--- src/rtl/edge_relaxer_if.sv ---
`default_nettype none
//------------------------------------------------------------------------------
// Module      : edge_relaxer_if
// Description : Signal bundle between the relaxation stage, its controller,
//               the EdgeCache and the distance/predecessor table.
//               master : controller/environment side (drives start, node data,
//                        EdgeCache responses and distance-table read data).
//               slave  : edge_relaxer side (drives queries, table index,
//                        update strobes, busy and done).
// Revision    : 1.0 - initial release
//------------------------------------------------------------------------------
`ifndef DEFAULT_MAX_NODES
`define DEFAULT_MAX_NODES 8
`endif
`ifndef DEFAULT_INDEX_WIDTH
`define DEFAULT_INDEX_WIDTH 4
`endif
`ifndef DEFAULT_VALUE_WIDTH
`define DEFAULT_VALUE_WIDTH 8
`endif

interface edge_relaxer_if #(
    parameter int INDEX_WIDTH = `DEFAULT_INDEX_WIDTH,
    parameter int VALUE_WIDTH = `DEFAULT_VALUE_WIDTH
);
    // Sweep request
    logic                   start;
    logic [INDEX_WIDTH-1:0] current_node;
    logic [VALUE_WIDTH-1:0] current_distance;
    logic [INDEX_WIDTH-1:0] number_of_nodes;
    // EdgeCache query
    logic                   query_enable;
    logic [INDEX_WIDTH-1:0] from_node;
    logic [INDEX_WIDTH-1:0] to_node;
    logic                   edge_ready;
    logic [VALUE_WIDTH-1:0] edge_value;
    // Distance table read
    logic [INDEX_WIDTH-1:0] dist_index;
    logic [VALUE_WIDTH-1:0] dist_read_value;
    logic                   node_visited;
    // Distance table update
    logic                   update_valid;
    logic [INDEX_WIDTH-1:0] update_index;
    logic [VALUE_WIDTH-1:0] update_distance;
    logic [INDEX_WIDTH-1:0] update_previous;
    // Status
    logic                   busy;
    logic                   done;

    modport master (
        output start, current_node, current_distance, number_of_nodes,
        output edge_ready, edge_value, dist_read_value, node_visited,
        input  query_enable, from_node, to_node, dist_index,
        input  update_valid, update_index, update_distance, update_previous,
        input  busy, done
    );

    modport slave (
        input  start, current_node, current_distance, number_of_nodes,
        input  edge_ready, edge_value, dist_read_value, node_visited,
        output query_enable, from_node, to_node, dist_index,
        output update_valid, update_index, update_distance, update_previous,
        output busy, done
    );
endinterface

`default_nettype wire

--- src/rtl/edge_relaxer.sv ---
`default_nettype none
//------------------------------------------------------------------------------
// Module      : edge_relaxer
// Description : Dijkstra relaxation stage. For a settled node u with distance
//               dist[u], walks v = 0..N-1, fetches edge(u,v) from EdgeCache,
//               and emits one update strobe for every v whose distance
//               improves through u.
// Ports       : clock        - system clock, posedge
//               reset        - synchronous, active-high
//               bus (slave)  - start/node inputs, EdgeCache query handshake,
//                              distance-table read, update strobe, busy/done
// Options     : SKIP_VISITED_EN - when defined, visited nodes are skipped
//               without issuing an EdgeCache query.
// Revision    : 1.0 - initial release
//------------------------------------------------------------------------------
`ifndef DEFAULT_MAX_NODES
`define DEFAULT_MAX_NODES 8
`endif
`ifndef DEFAULT_INDEX_WIDTH
`define DEFAULT_INDEX_WIDTH 4
`endif
`ifndef DEFAULT_VALUE_WIDTH
`define DEFAULT_VALUE_WIDTH 8
`endif

module edge_relaxer #(
    parameter int MAX_NODES   = `DEFAULT_MAX_NODES,
    parameter int INDEX_WIDTH = `DEFAULT_INDEX_WIDTH,
    parameter int VALUE_WIDTH = `DEFAULT_VALUE_WIDTH
) (
    input  wire logic     clock,
    input  wire logic     reset,
    edge_relaxer_if.slave bus
);

    localparam logic [2:0] c_IDLE    = 3'd0;
    localparam logic [2:0] c_CHECK   = 3'd1;
    localparam logic [2:0] c_QUERY   = 3'd2;
    localparam logic [2:0] c_COMPARE = 3'd3;
    localparam logic [2:0] c_ADVANCE = 3'd4;
    localparam logic [2:0] c_DONE    = 3'd5;

    // One bit wider than an index so MAX_NODES == 2**INDEX_WIDTH still fits.
    localparam logic [INDEX_WIDTH:0]   c_MAX_N   = (INDEX_WIDTH+1)'(MAX_NODES);
    localparam logic [INDEX_WIDTH-1:0] c_IDX_ONE = 1;
    localparam logic [VALUE_WIDTH-1:0] c_INF     = '1;

    logic [2:0]             state_q,    state_d;
    logic [INDEX_WIDTH-1:0] u_q,        u_d;
    logic [VALUE_WIDTH-1:0] dist_u_q,   dist_u_d;
    logic [INDEX_WIDTH-1:0] n_q,        n_d;
    logic [INDEX_WIDTH-1:0] v_q,        v_d;
    logic [VALUE_WIDTH-1:0] w_q,        w_d;
    logic                   upd_vld_q,  upd_vld_d;
    logic [INDEX_WIDTH-1:0] upd_idx_q,  upd_idx_d;
    logic [VALUE_WIDTH-1:0] upd_dist_q, upd_dist_d;
    logic [INDEX_WIDTH-1:0] upd_prev_q, upd_prev_d;

    logic [INDEX_WIDTH-1:0] w_n_clip;
    logic [VALUE_WIDTH:0]   w_sum;
    logic                   w_improve;
    logic                   w_skip;

    assign w_n_clip = ({1'b0, bus.number_of_nodes} > c_MAX_N) ?
                      c_MAX_N[INDEX_WIDTH-1:0] : bus.number_of_nodes;

    // Carry bit of the widened sum flags overflow, which counts as infinity.
    assign w_sum     = {1'b0, dist_u_q} + {1'b0, w_q};
    assign w_improve = (w_q != '0) && (dist_u_q != c_INF) && !w_sum[VALUE_WIDTH]
                       && (w_sum[VALUE_WIDTH-1:0] < bus.dist_read_value);

`ifdef SKIP_VISITED_EN
    assign w_skip = (v_q == u_q) || bus.node_visited;
`else
    // Settled nodes cannot improve with non-negative weights, so ignoring the
    // visited flag only costs cycles, never correctness.
    logic w_unused_visited;
    assign w_unused_visited = bus.node_visited;
    assign w_skip           = (v_q == u_q);
`endif

    always_comb begin
        state_d    = state_q;
        u_d        = u_q;
        dist_u_d   = dist_u_q;
        n_d        = n_q;
        v_d        = v_q;
        w_d        = w_q;
        upd_vld_d  = 1'b0;
        upd_idx_d  = upd_idx_q;
        upd_dist_d = upd_dist_q;
        upd_prev_d = upd_prev_q;
        case (state_q)
            c_IDLE: begin
                if (bus.start) begin
                    u_d      = bus.current_node;
                    dist_u_d = bus.current_distance;
                    n_d      = w_n_clip;
                    v_d      = '0;
                    state_d  = (w_n_clip == '0) ? c_DONE : c_CHECK;
                end
            end
            c_CHECK: begin
                state_d = w_skip ? c_ADVANCE : c_QUERY;
            end
            c_QUERY: begin
                if (bus.edge_ready) begin
                    w_d     = bus.edge_value;
                    state_d = c_COMPARE;
                end
            end
            c_COMPARE: begin
                if (w_improve) begin
                    upd_vld_d  = 1'b1;
                    upd_idx_d  = v_q;
                    upd_dist_d = w_sum[VALUE_WIDTH-1:0];
                    upd_prev_d = u_q;
                end
                state_d = c_ADVANCE;
            end
            c_ADVANCE: begin
                if (v_q == n_q - c_IDX_ONE) begin
                    state_d = c_DONE;
                end else begin
                    v_d     = v_q + c_IDX_ONE;
                    state_d = c_CHECK;
                end
            end
            c_DONE: begin
                state_d = c_IDLE;
            end
            default: begin
                state_d = c_IDLE;
            end
        endcase
    end

    always_ff @(posedge clock) begin
        if (reset) begin
            state_q    <= c_IDLE;
            u_q        <= '0;
            dist_u_q   <= '0;
            n_q        <= '0;
            v_q        <= '0;
            w_q        <= '0;
            upd_vld_q  <= 1'b0;
            upd_idx_q  <= '0;
            upd_dist_q <= '0;
            upd_prev_q <= '0;
        end else begin
            state_q    <= state_d;
            u_q        <= u_d;
            dist_u_q   <= dist_u_d;
            n_q        <= n_d;
            v_q        <= v_d;
            w_q        <= w_d;
            upd_vld_q  <= upd_vld_d;
            upd_idx_q  <= upd_idx_d;
            upd_dist_q <= upd_dist_d;
            upd_prev_q <= upd_prev_d;
        end
    end

    assign bus.query_enable    = (state_q == c_QUERY);
    assign bus.from_node       = u_q;
    assign bus.to_node         = v_q;
    assign bus.dist_index      = v_q;
    assign bus.update_valid    = upd_vld_q;
    assign bus.update_index    = upd_idx_q;
    assign bus.update_distance = upd_dist_q;
    assign bus.update_previous = upd_prev_q;
    assign bus.busy            = (state_q != c_IDLE);
    assign bus.done            = (state_q == c_DONE);

endmodule

`default_nettype wire

--- src/flat_wrapper.sv ---
// flat-port wrapper written by rule: the top's interface ports become plain ports
module edge_relaxer_flat 
#(
    parameter int MAX_NODES   = `DEFAULT_MAX_NODES,
    parameter int INDEX_WIDTH = `DEFAULT_INDEX_WIDTH,
    parameter int VALUE_WIDTH = `DEFAULT_VALUE_WIDTH
)
  (clock, reset, bus_start, bus_current_node, bus_current_distance, bus_number_of_nodes, bus_edge_ready, bus_edge_value, bus_dist_read_value, bus_node_visited, bus_query_enable, bus_from_node, bus_to_node, bus_dist_index, bus_update_valid, bus_update_index, bus_update_distance, bus_update_previous, bus_busy, bus_done);
  edge_relaxer_if #(.INDEX_WIDTH(INDEX_WIDTH), .VALUE_WIDTH(VALUE_WIDTH)) bus_i ();
  input  wire logic clock;
  input  wire logic reset;
  input wire logic [$bits(bus_i.start)-1:0] bus_start;
  input wire logic [$bits(bus_i.current_node)-1:0] bus_current_node;
  input wire logic [$bits(bus_i.current_distance)-1:0] bus_current_distance;
  input wire logic [$bits(bus_i.number_of_nodes)-1:0] bus_number_of_nodes;
  input wire logic [$bits(bus_i.edge_ready)-1:0] bus_edge_ready;
  input wire logic [$bits(bus_i.edge_value)-1:0] bus_edge_value;
  input wire logic [$bits(bus_i.dist_read_value)-1:0] bus_dist_read_value;
  input wire logic [$bits(bus_i.node_visited)-1:0] bus_node_visited;
  output wire logic [$bits(bus_i.query_enable)-1:0] bus_query_enable;
  output wire logic [$bits(bus_i.from_node)-1:0] bus_from_node;
  output wire logic [$bits(bus_i.to_node)-1:0] bus_to_node;
  output wire logic [$bits(bus_i.dist_index)-1:0] bus_dist_index;
  output wire logic [$bits(bus_i.update_valid)-1:0] bus_update_valid;
  output wire logic [$bits(bus_i.update_index)-1:0] bus_update_index;
  output wire logic [$bits(bus_i.update_distance)-1:0] bus_update_distance;
  output wire logic [$bits(bus_i.update_previous)-1:0] bus_update_previous;
  output wire logic [$bits(bus_i.busy)-1:0] bus_busy;
  output wire logic [$bits(bus_i.done)-1:0] bus_done;
  assign bus_i.start = bus_start;
  assign bus_i.current_node = bus_current_node;
  assign bus_i.current_distance = bus_current_distance;
  assign bus_i.number_of_nodes = bus_number_of_nodes;
  assign bus_i.edge_ready = bus_edge_ready;
  assign bus_i.edge_value = bus_edge_value;
  assign bus_i.dist_read_value = bus_dist_read_value;
  assign bus_i.node_visited = bus_node_visited;
  assign bus_query_enable = bus_i.query_enable;
  assign bus_from_node = bus_i.from_node;
  assign bus_to_node = bus_i.to_node;
  assign bus_dist_index = bus_i.dist_index;
  assign bus_update_valid = bus_i.update_valid;
  assign bus_update_index = bus_i.update_index;
  assign bus_update_distance = bus_i.update_distance;
  assign bus_update_previous = bus_i.update_previous;
  assign bus_busy = bus_i.busy;
  assign bus_done = bus_i.done;
  edge_relaxer #(.MAX_NODES(MAX_NODES), .INDEX_WIDTH(INDEX_WIDTH), .VALUE_WIDTH(VALUE_WIDTH)) u_core (.clock(clock), .reset(reset), .bus(bus_i));
endmodule
--- config.mk ---
export PLATFORM = sky130hd
export DESIGN_NAME = edge_relaxer_flat
export DESIGN_NICKNAME = d
export VERILOG_FILES = /design/src/rtl/edge_relaxer_if.sv /design/src/rtl/edge_relaxer.sv /design/src/flat_wrapper.sv
export SDC_FILE = /design/constraint.sdc
export NUM_CORES = 1
export LEC_CHECK = 0
export BUFFER_PORTS_ARGS = -buffer_cell sky130_fd_sc_hd__buf_4
export CORE_ASPECT_RATIO = 1.5
export CORE_MARGIN = 10
export CORE_UTILIZATION = 30
export CTS_BUF_LIST = sky130_fd_sc_hd__clkbuf_8
export DETAILED_ROUTE_END_ITERATION = 6
export SYNTH_ARGS = -nofsm -noshare
export SYNTH_HDL_FRONTEND = slang
export SYNTH_SLANG_ARGS = --single-unit
--- constraint.sdc ---
create_clock -name clock -period 3.4 [get_ports clock]
set_input_delay 0.34 -clock clock [delete_from_list [all_inputs] [get_ports clock]]
set_output_delay 0.34 -clock clock [all_outputs]
set_load 0.005 [all_outputs]
==> results of run 1 <==
==> kinds of logic (layout without fill, tap and decap cells) <==
kind of cell | count (synthesis) | after routing | synth area share, %
mux | 24 | 24 | 9.49
flops | 48 | 48 | 38.0
fa+ha+maj | 18 | 18 | 9.19
simple gates | 112 | 112 | 19.5
buf+inv | 29 | 87 | 5.59
compound gates | 49 | 49 | 11.8
xor+xnor | 17 | 17 | 6.48
==> state kept, by name, indices dropped and copies added (netlist names) <==
name and count:
u_core.bus.update_distance 8, u_core.dist_u_q 8, u_core.w_q 8, u_core.bus.dist_index 4, u_core.bus.from_node 4, u_core.bus.update_index 4, u_core.bus.update_previous 4, u_core.n_q 4
u_core.state_q 3, u_core.bus.update_valid 1
==> where the power goes <==
part           internal (W)  switching (W)
clock network      0.000215       0.000191
logic              0.000134       0.000158
registers          0.000595      0.0000414
total              0.000944       0.000390
==> worst max path at each step <==
stage | start | to | slack, ns | cells after the start
after floorplan | u_core.w_q[0] | u_core.bus.update_distance[5] | 0.53 | 14
after global placement | u_core.w_q[0] | u_core.bus.update_index[3] | 0.22 | 10
after detailed placement | u_core.w_q[0] | u_core.bus.update_distance[3] | 0.15 | 10
after CTS | u_core.w_q[1] | u_core.bus.update_index[1] | 0.12 | 9
after global routing | u_core.w_q[1] | u_core.bus.update_index[1] | 0.06 | 12
final | u_core.w_q[1] | u_core.bus.update_index[1] | 0.37 | 12
==> critical path, cell delays in order (launching register included) <==
cell,delay (ns)
sky130_fd_sc_hd__dfxtp_1,0.44
sky130_fd_sc_hd__ha_1,0.28
sky130_fd_sc_hd__a211oi_1,0.26
sky130_fd_sc_hd__o21bai_1,0.15
sky130_fd_sc_hd__o41ai_1,0.33
sky130_fd_sc_hd__xnor2_1,0.14
sky130_fd_sc_hd__ha_1,0.21
sky130_fd_sc_hd__nor3_1,0.13
sky130_fd_sc_hd__nand4_1,0.13
sky130_fd_sc_hd__a21oi_1,0.17
sky130_fd_sc_hd__o211ai_1,0.11
sky130_fd_sc_hd__o21bai_4,0.34
sky130_fd_sc_hd__mux2i_1,0.18
==> through the flow <==
step,hold slack [ns],std cells,util [%],cell area (sq um)
after floorplan,0.445,297,-,2530
after global placement,0.445,454,37.1,3080
after detailed placement,0.451,454,37.1,3080
after CTS,0.254,462,38.3,3190
after global routing,0.258,462,38.4,3190
final,0.263,462,38.4,3190
==> per-layer routing <==
metal	vias up	wire length (microns)	track usage (%)
met4	0	169	5.26
met3	8	416	3.34
met5	-	0	0
met1	946	2650	11.5
met2	45	3130	17.2
li1	1118	-	-
==> repair_timing <==
action / CTS / global route
resized for setup: 0 / 1
endpoints found under the hold margin: 0 / 0
hold buffers: 0 / 0
setup endpoints to repair: 0 / 16
==> cells in the final DEF, fill, tap and decap left out, types with 2 or more instances in the layout <==
cell type and n:
sky130_fd_sc_hd__o31ai_1 2, sky130_fd_sc_hd__o21bai_1 4, sky130_fd_sc_hd__dfxtp_1 48, sky130_fd_sc_hd__inv_1 11, sky130_fd_sc_hd__a21o_1 3, sky130_fd_sc_hd__nand3_1 2
sky130_fd_sc_hd__mux2i_1 24, sky130_fd_sc_hd__buf_4 68, sky130_fd_sc_hd__nor2_1 15, sky130_fd_sc_hd__clkbuf_8 5, sky130_fd_sc_hd__o21ai_0 6, sky130_fd_sc_hd__nor2b_1 2
sky130_fd_sc_hd__xnor2_1 8, sky130_fd_sc_hd__a21oi_2 2, sky130_fd_sc_hd__nand3b_1 3, sky130_fd_sc_hd__xor2_1 8, sky130_fd_sc_hd__nand2_1 68, sky130_fd_sc_hd__and2_1 2
sky130_fd_sc_hd__a21oi_1 25, sky130_fd_sc_hd__nor3_1 7, sky130_fd_sc_hd__a211oi_1 2, sky130_fd_sc_hd__nor4_1 3, sky130_fd_sc_hd__nand4_1 5, sky130_fd_sc_hd__ha_1 17
==> cell type report <==
type                            instances  area (sq um)
Clock buffer                            5          68.8
Clock inverter                          3          38.8
Fill cell                             890          5120
Inverter                               11          41.3
Multi-Input combinational cell        220          1440
Sequential cell                        48           961
Tap cell                              107           134
Timing Repair Buffer                   68           510
==> qor.tcl, run 1 <==
set qor(status) {complete, no violations}
set qor(synth_enable_flop_cells) 0
set qor(fin_crit_sh_pct) 89.2
set qor(nets) 409
set qor(n_antenna_cell) 0
set qor(finalWorstPathRequiredPeriod_ns) 3.03
set qor(synth_commonest_cells) {sky130_fd_sc_hd__nand2_1 (68), sky130_fd_sc_hd__dfxtp_1 (48), sky130_fd_sc_hd__a21oi_1 (25), sky130_fd_sc_hd__mux2i_1 (24), sky130_fd_sc_hd__ha_1 (17)}
set qor(arrival_time_at_the_worst_endpoint_ns) 3.20
set qor(finalWeightedCongestion) 0.785
set qor(report.final.hold_viol_count) 0
set qor(rows) 41
set qor(ys_async_sr_fraction_pct) 0
set qor(fin_worst_skew_ns) 0.00858
set qor(core_area_sq_um) 8310
set qor(post_cts_buffers) 0
set qor(post-synth-top-area-cell) {sky130_fd_sc_hd__dfxtp_1}
set qor(maxCapViolCount) 0
set qor(cts_root_buffer) {sky130_fd_sc_hd__clkbuf_8}
set qor(grt_overflow_total) 0
set qor(io_buffer_count) 67
set qor(pre_cts_ws_ns) 0.148
set qor(grt_first_pass_wirelength_mm) 10.5
set qor(grt_start_max_net_pins) 35
set qor(clk_latency_ns) 0.31
set qor(setup.worst_path.class) {reg2reg}
set qor(setup_violations) 0
set qor(worst_r2r_endpoint) {u_core.bus.update_index[1]}
set qor(yosysSeqAreaShare_pct) 38.0
set qor(first_pass_iters) 4
set qor(clock_path_buffers) 2
set qor(grt_setup_unrepaired) {false}
set qor(power.leakage_nw) 1.50
set qor(detailedRoute.firstIterationViolations) 68
set qor(maxSlewViolCount) 0
set qor(dr_drc_count) 0
set qor(relSlewSlack_pct) 51.6
set qor(min-delay-start) {bus_edge_value[0]}
set qor(initial_antenna_violation_count) 0
set qor(avgRoutedWirePerCell_microns) 13.8
set qor(via_count) 2117
set qor(clock_tree_from_tritoncts) {done}
set qor(clk_transition_reported_paths_ns) 0.09
set qor(cp-end-kind) {flop}
set qor(aggregate_global_route_resource_usage_pct) 10.4
set qor(first_global_vias) 2144
set qor(syn-cell-area_sq_um) 2530
set qor(detail_route.wirelength_mm) 6.37
set qor(areaGrowthSynthToFinish_pct) 26.2
set qor(routed_via_density) 4.58
set qor(area_enclosed_by_the_die_boundary_sq_um) 12600
set qor(numClockSinks) 48
set qor(hold_path_class) {in2reg}
set qor(synth.ff_latch_count) 48
set qor(regToRegSetupSlack_ns) 0.37
set qor(powerDensity_nw_per_um2) 418
set qor(synthDominantCellAreaShare_pct) 38.0
set qor(die_y_microns) 132
set qor(synthesis.area_per_instance_sq_um) 8.52
set qor(cp-start-kind) {flop}
set qor(fmaxAchievable_mhz) 330
set qor(worstPathMaxFanout) 17
set qor(min_delay_worst_endpoint) {u_core.w_q[0]}
set qor(worst_pin_slew_ns) 0.726
set qor(max-vdd-ir-drop_v) 0.000147
set qor(r2r.worst_path.cells) 12
set qor(initial_core_util_pct) 30.5
set qor(syn_nets) 352
set qor(fin_total_pwr_w) 0.00133
set qor(ioPinCount) 69
set qor(hold_depth) 3
set qor(layout-drive-gt1-share_pct) 22.5
set qor(synthesis.yosys.warnings) 0
set qor(post_synth_num_cell_types) 38
set qor(synth_flop_cell) {sky130_fd_sc_hd__dfxtp_1}
set qor(timing.critical_path.required_ns) 3.57
set qor(totalNegativeSetupSlack_ns) 0
set qor(cts-htree-levels) 2
set qor(worstReg2RegStart) {u_core.w_q[1]}
set qor(worst_slack_ns) 0.366
set qor(dieWidth_microns) 95
set qor(place_hpwl_mm) 5.05
set qor(synthCells) 297
set qor(cts_buffer_count) 5
set qor(synth_top_cells_by_area) {sky130_fd_sc_hd__dfxtp_1 (38%), sky130_fd_sc_hd__nand2_1 (10%), sky130_fd_sc_hd__mux2i_1 (9.5%), sky130_fd_sc_hd__ha_1 (8.4%), sky130_fd_sc_hd__a21oi_1 (4.9%)}
set qor(post-synth-top-count-cell) {sky130_fd_sc_hd__nand2_1}
set qor(drt.antenna.violating_nets) 0
Power figures use the tool's default switching activity.
==> inputs of run 2 (changes only) <==
BUFFER_PORTS_ARGS = not set   (was -buffer_cell sky130_fd_sc_hd__buf_4)
DONT_BUFFER_PORTS = 1   (was not set)
==> run 2 against run 1 <==
Critical path depth up 1. Die area unchanged. Sequential share of layout area up 6.0 points. Count of clock-buffer cells in the layout up 1. Power down 8.8%. Cell area down 17%.
==> qor.tcl, run 2 (synthesis results as in run 1) <==
set qor(critical_path.cell_chain) {ha_1 > fa_1 > a211oi_2 > o21bai_1 > a21oi_2 > xnor2_1 > ha_1 > a21o_1 > a21oi_1 > o211ai_1 > o21bai_2 > buf_4 > mux2i_1} ;# was ha_1 > a211oi_1 > o21bai_1 > o41ai_1 > xnor2_1 > ha_1 > nor3_1 > nand4_1 > a21oi_1 > o211ai_1 > o21bai_4 > mux2i_1
set qor(mostFrequentLayoutCells) {sky130_fd_sc_hd__nand2_1 (68), sky130_fd_sc_hd__dfxtp_1 (48), sky130_fd_sc_hd__a21oi_1 (25)} ;# was sky130_fd_sc_hd__nand2_1 (68), sky130_fd_sc_hd__buf_4 (68), sky130_fd_sc_hd__dfxtp_1 (48)
set qor(cp-start-kind) {flop} ;# unchanged
set qor(finalWorstPathRequiredPeriod_ns) 3.04 ;# was 3.03 ns
set qor(nets) 342 ;# was 409
set qor(power.leakage_nw) 1.15 ;# was 1.50 nW
set qor(powerDensity_nw_per_um2) 457 ;# was 418 nW/um^2
set qor(initial_antenna_violation_count) 0 ;# unchanged
set qor(status) {complete, no violations} ;# unchanged
set qor(dr_drc_count) 0 ;# unchanged
set qor(max-vdd-ir-drop_v) 0.000129 ;# was 0.000147 V
set qor(critical_path.most_common_cell) {sky130_fd_sc_hd__ha_1} ;# unchanged
set qor(multi_input_comb_area_sq_um) 1430 ;# was 1440 sq um
set qor(finalWeightedCongestion) 0.792 ;# was 0.785
set qor(maxCapViolCount) 0 ;# unchanged
set qor(numClockSinks) 48 ;# unchanged
set qor(worst_pin_slew_ns) 0.911 ;# was 0.726 ns
set qor(worstPathMaxFanout) 17 ;# unchanged
set qor(clock_path_buffers) 2 ;# unchanged
set qor(cell_class_contributing_the_biggest_share_of_worst_path_delay) {compound AO/OA/AOI/OAI gates} ;# unchanged
set qor(detail_route.wirelength_mm) 6.24 ;# was 6.37 mm
set qor(clk_latency_ns) 0.31 ;# about the same
set qor(grt_start_max_net_pins) 35 ;# unchanged
set qor(grt.met1_usage_pct) 10.3 ;# was 11.5%
set qor(first_global_vias) 1916 ;# was 2144
set qor(totalNegativeSetupSlack_ns) 0 ;# unchanged
set qor(cts_root_buffer) {sky130_fd_sc_hd__clkbuf_8} ;# unchanged
set qor(most_common_library_cell_in_the_layout_ignoring_fill_and_taps) {sky130_fd_sc_hd__nand2_1}
set qor(grt_first_pass_wirelength_mm) 10.0 ;# was 10.5 mm
set qor(postCtsHoldBufs) 0 ;# unchanged
set qor(relSlewSlack_pct) 38.9 ;# was 51.6%
set qor(cpMaxStageDelayCell) {sky130_fd_sc_hd__fa_1} ;# was sky130_fd_sc_hd__dfxtp_1
set qor(cpPeakStageDelay_ns) 0.44 ;# about the same
set qor(place_hpwl_mm) 4.85 ;# was 5.05 mm
set qor(via_count) 1929 ;# was 2117
set qor(use_met3_pct) 4.98 ;# was 3.34%
set qor(grt_setup_unrepaired) {false} ;# unchanged
set qor(setup_violations) 0 ;# unchanged
set qor(aggregate_global_route_resource_usage_pct) 10.2 ;# was 10.4%
set qor(clock_tree_from_tritoncts) {done} ;# unchanged
set qor(cp-end-kind) {flop} ;# unchanged
set qor(area_enclosed_by_the_die_boundary_sq_um) 12600 ;# unchanged
set qor(cts-htree-levels) 2 ;# unchanged
set qor(rows) 41 ;# unchanged
set qor(n_antenna_cell) 0 ;# unchanged
set qor(io_buffer_count) 0 ;# was 67
set qor(cts_buffer_count) 5 ;# unchanged
set qor(areaGrowthSynthToFinish_pct) 5.34 ;# was 26.2%
set qor(avgRoutedWirePerCell_microns) 15.8 ;# was 13.8 microns
set qor(fin_worst_skew_ns) 0.00448 ;# was 0.00858 ns
set qor(worst_slack_ns) 0.358 ;# was 0.366 ns
set qor(fill_count) 905 ;# was 890
set qor(routed_via_density) 4.88 ;# was 4.58
set qor(arrival_time_at_the_worst_endpoint_ns) 3.23 ;# was 3.20 ns
set qor(cts_resized) 0 ;# unchanged
set qor(maxSlewViolCount) 0 ;# unchanged
set qor(setup.worst_path.class) {reg2reg} ;# unchanged
set qor(grt.met2_usage_pct) 16.9 ;# was 17.2%
set qor(die_y_microns) 132 ;# unchanged
set qor(worstPathBufferInverterCount) 1 ;# was 0
set qor(clk_transition_reported_paths_ns) 0.09 ;# about the same
set qor(detailedRoute.firstIterationViolations) 49 ;# was 68
set qor(report.final.hold_viol_count) 0 ;# unchanged
set qor(dieWidth_microns) 95 ;# unchanged
set qor(fmaxAchievable_mhz) 329 ;# was 330 MHz
set qor(fin_crit_sh_pct) 89.5 ;# was 89.2%
set qor(hold_path_class) {in2reg} ;# unchanged
set qor(seqCellArea_sq_um) 961 ;# unchanged
set qor(pre_cts_ws_ns) 0.340 ;# was 0.148 ns
set qor(drt.antenna.violating_nets) 0 ;# unchanged
set qor(timing.critical_path.required_ns) 3.59 ;# was 3.57 ns
set qor(grt_overflow_total) 0 ;# unchanged
set qor(ioPinCount) 69 ;# unchanged
set qor(core_area_sq_um) 8310 ;# unchanged
set qor(first_pass_iters) 4 ;# unchanged
set qor(post_cts_buffers) 0 ;# unchanged
set qor(initial_core_util_pct) 30.5 ;# unchanged
set qor(layout-drive-gt1-share_pct) 4.17 ;# was 22.5%
set qor(grt_most_used_layer) {met2} ;# unchanged
## run 2: where the power goes
group / internal, W / leakage [nW] / switching (W)
clock: 0.000160 / 0.0538 / 0.000189
sequential: 0.000595 / 0.389 / 0.0000473
combinational: 0.0000914 / 0.704 / 0.000136
## run 2: through the flow
step / hold WS [ns] / util (%) / power (W) / instances / cell area, sq um
CTS: 0.0762 / 32.1 / 0.00124 / 395 / 2670
finish: 0.0927 / 32.1 / 0.00122 / 395 / 2670
global route: 0.0670 / 32.1 / 0.00131 / 395 / 2670
detailed placement: 0.416 / 31.0 / 0.000887 / 387 / 2580
floorplan: 0.445 / - / 0.000836 / 297 / 2530
global placement: 0.413 / 31.0 / 0.000881 / 387 / 2580
## run 2: worst paths after layout
check,start,endpoint,slack [ns],depth (start not counted)
max,u_core.dist_u_q[0],u_core.bus.update_distance[4],0.36,13
min,reset,u_core.bus.from_node[3],0.09,1
max reg2reg,u_core.dist_u_q[0],u_core.bus.update_distance[4],0.36,13
min reg2reg,u_core.n_q[3],u_core.n_q[3],0.47,2
## run 2: final cells by class
class	instances	share of cell area, %
multi-input cells	220	53.7
flip-flops and latches	48	36.0
well taps	107	5.02
clock buffers	6	3.10
inverters	11	1.55
clock inverters	2	0.282
repair buffers	1	0.282
## run 2: per-layer routing
| layer | up-vias | wire [microns] |
|---|---|---|
| li1 | 987 | - |
| met1 | 894 | 2510 |
| met2 | 43 | 3050 |
| met3 | 5 | 557 |
| met4 | 0 | 123 |
| met5 | - | 0 |
==> inputs of run 3 (changes only) <==
CAP_MARGIN = 15   (was not set)
CELL_PAD_IN_SITES_DETAIL_PLACEMENT = 1   (was not set)
CELL_PAD_IN_SITES_GLOBAL_PLACEMENT = 1   (was not set)
PLACE_DENSITY_LB_ADDON = 0.1   (was not set)
==> run 3 against run 2 <==
Final cell count is 0.25% higher. Via count is 2.8% higher. Clock power is 25% higher. Wire length is 13% higher. Critical path type unchanged. Largest power group unchanged.
==> qor.tcl, run 3 (synthesis results as in run 1) <==
set qor(clk_transition_reported_paths_ns) 0.10 ;# was 0.09 ns
set qor(final_cells) 396 ;# was 395
set qor(initial_antenna_violation_count) 0 ;# unchanged
set qor(finalWorstPathRequiredPeriod_ns) 3.13 ;# was 3.04 ns
set qor(fin_total_pwr_w) 0.00132 ;# was 0.00122 W
set qor(core_area_sq_um) 8310 ;# unchanged
set qor(worstPathMaxFanout) 17 ;# unchanged
set qor(finalWeightedCongestion) 0.717 ;# was 0.792
set qor(cts-htree-levels) 2 ;# unchanged
set qor(fin_worst_skew_ns) 0.0123 ;# was 0.00448 ns
set qor(post_cts_buffers) 0 ;# unchanged
set qor(critical_path.most_common_cell) {sky130_fd_sc_hd__ha_1} ;# unchanged
set qor(clock_path_buffers) 2 ;# unchanged
set qor(dieWidth_microns) 95 ;# unchanged
set qor(layout-drive-gt1-share_pct) 5.54 ;# was 4.17%
set qor(area_enclosed_by_the_die_boundary_sq_um) 12600 ;# unchanged
set qor(cts_root_buffer) {sky130_fd_sc_hd__clkbuf_8} ;# unchanged
set qor(place_area_sq_um) 2580 ;# about the same
set qor(cts_buffer_count) 5 ;# unchanged
set qor(die_y_microns) 132 ;# unchanged
set qor(maxSlewViolCount) 0 ;# unchanged
set qor(rows) 41 ;# unchanged
set qor(place_hpwl_mm) 5.45 ;# was 4.85 mm
set qor(cpMaxStageDelayCell) {sky130_fd_sc_hd__fa_1} ;# unchanged
set qor(r2r.worst_path.cells) 13 ;# unchanged
set qor(avgRoutedWirePerCell_microns) 17.7 ;# was 15.8 microns
set qor(timing.critical_path.required_ns) 3.60 ;# was 3.59 ns
set qor(min-delay-start) {reset} ;# unchanged
set qor(powerDensity_nw_per_um2) 487 ;# was 457 nW/um^2
set qor(totalNegativeSetupSlack_ns) 0 ;# unchanged
set qor(pre_cts_ws_ns) 0.257 ;# was 0.340 ns
set qor(cp-startpoint) {u_core.w_q[0]} ;# was u_core.dist_u_q[0]
set qor(cpPeakStageDelay_ns) 0.45 ;# was 0.44 ns
set qor(routed_via_density) 5.01 ;# was 4.88
set qor(numClockSinks) 48 ;# unchanged
set qor(grt_start_max_net_pins) 35 ;# unchanged
set qor(dp.cells) 388 ;# was 387
set qor(fin_area_sq_um) 2710 ;# was 2670 sq um
set qor(ioPinCount) 69 ;# unchanged
set qor(fmaxAchievable_mhz) 320 ;# was 329 MHz
set qor(fin_crit_sh_pct) 91.9 ;# was 89.5%
set qor(drt.antenna.violating_nets) 0 ;# unchanged
set qor(dr_drc_count) 0 ;# unchanged
set qor(hold_path_class) {in2reg} ;# unchanged
set qor(maxCapViolCount) 0 ;# unchanged
set qor(nets) 343 ;# was 342
set qor(worst_pin_slew_ns) 0.922 ;# was 0.911 ns
set qor(power.leakage_nw) 1.17 ;# was 1.15 nW
set qor(first_global_vias) 2159 ;# was 1916
set qor(setup_violations) 0 ;# unchanged
set qor(aggregate_global_route_resource_usage_pct) 11.6 ;# was 10.2%
set qor(grt_overflow_total) 0 ;# unchanged
set qor(critical_path.cell_chain) {ha_1 > fa_1 > a211oi_2 > o21bai_1 > a21oi_2 > xnor2_1 > ha_1 > a21o_1 > a21oi_1 > o211ai_1 > o21bai_2 > buf_4 > mux2i_1} ;# unchanged
set qor(most_common_library_cell_in_the_layout_ignoring_fill_and_taps) {sky130_fd_sc_hd__nand2_1} ;# unchanged
set qor(grt_first_pass_wirelength_mm) 11.5 ;# was 10.0 mm
set qor(worst_slack_ns) 0.275 ;# was 0.358 ns
set qor(detailedRoute.firstIterationViolations) 43 ;# was 49
set qor(relSlewSlack_pct) 38.2 ;# was 38.9%
set qor(cp-start-kind) {flop} ;# unchanged
set qor(cp-end-kind) {flop} ;# unchanged
set qor(status) {complete, no violations} ;# unchanged
set qor(first_pass_iters) 4 ;# unchanged
set qor(initial_core_util_pct) 30.5 ;# unchanged
set qor(clock_tree_from_tritoncts) {done} ;# unchanged
set qor(detail_route.wirelength_mm) 7.03 ;# was 6.24 mm
set qor(io_buffer_count) 0 ;# unchanged
set qor(setup.worst_path.class) {reg2reg} ;# unchanged
set qor(max-vdd-ir-drop_v) 0.000228 ;# was 0.000129 V
set qor(clk_latency_ns) 0.31 ;# about the same
set qor(worstReg2RegStart) {u_core.w_q[0]} ;# was u_core.dist_u_q[0]
set qor(via_count) 1983 ;# was 1929
set qor(grt_setup_unrepaired) {false} ;# unchanged
set qor(mostFrequentLayoutCells) {sky130_fd_sc_hd__nand2_1 (68), sky130_fd_sc_hd__dfxtp_1 (48), sky130_fd_sc_hd__a21oi_1 (25)} ;# unchanged
set qor(n_antenna_cell) 0 ;# unchanged
set qor(areaGrowthSynthToFinish_pct) 6.97 ;# was 5.34%
set qor(hold_depth) 1 ;# unchanged
set qor(arrival_time_at_the_worst_endpoint_ns) 3.32 ;# was 3.23 ns
set qor(report.final.hold_viol_count) 0 ;# unchanged
[run 3: changes by cell type in the layout (fill, tap and decap cells not counted), sizes merged]
cell,delta
bufinv,+1
buf,+1
inv,-2
clkinv,+2
clkbuf,-1
[run 3: metal layers]
| metal | track usage (%) | routed length (microns) |
|---|---|---|
| met4 | 4.01 | 106 |
| met5 | 0 | 0 |
| met1 | 13.7 | 2980 |
| met3 | 3.62 | 486 |
| met2 | 19.0 | 3450 |
[run 3: layout make-up]
| type | instances | area (sq um) |
|---|---|---|
| clock buffers | 5 | 68.8 |
| clock inverters | 3 | 47.5 |
| fillers | 1038 | 5600 |
| inverters | 11 | 41.3 |
| multi-input cells | 220 | 1440 |
| flip-flops and latches | 48 | 961 |
| well taps | 107 | 134 |
| repair buffers | 2 | 15.0 |
[run 3: where the power goes]
part / switching (W) / total, W / internal, W
Sequential: 0.0000480 / 0.000643 / 0.000595
Clock: 0.000215 / 0.000437 / 0.000222
Combinational: 0.000144 / 0.000238 / 0.0000940
Total: 0.000407 / 0.00132 / 0.000911
[run 3: timing repair]
item | CTS | global route
setup endpoints to repair | 0 | 16
gates resized for setup | 0 | 1
hold buffers | 0 | 0
endpoints found under the hold margin | 0 | 0
[run 3: path summary, 6_finish.rpt]
kind | end | slack (ns)
hold reg to reg | u_core.n_q[3] | 0.47
setup / recovery | u_core.bus.update_index[0] | 0.27
setup reg to reg | u_core.bus.update_index[0] | 0.27
hold / removal | u_core.bus.from_node[1] | 0.08
[run 3: stage by stage]
step	util (%)	hold slack (ns)
after global placement	31.1	0.413
after CTS	32.5	0.0651
after global routing	32.6	0.0611
final	32.6	0.0774
after detailed placement	31.1	0.415
after floorplan	-	0.445
[run 3: critical path: cells and delay by family (launching register included)]
family                     cells  cell delay (ns)
muxes                          1             0.15
buffers and inverters          1             0.23
AOI/OAI and AO/OA              7             1.12
adders and majority gates      3             1.00
DFF                            1             0.34
xor gates and xnor gates       1             0.19
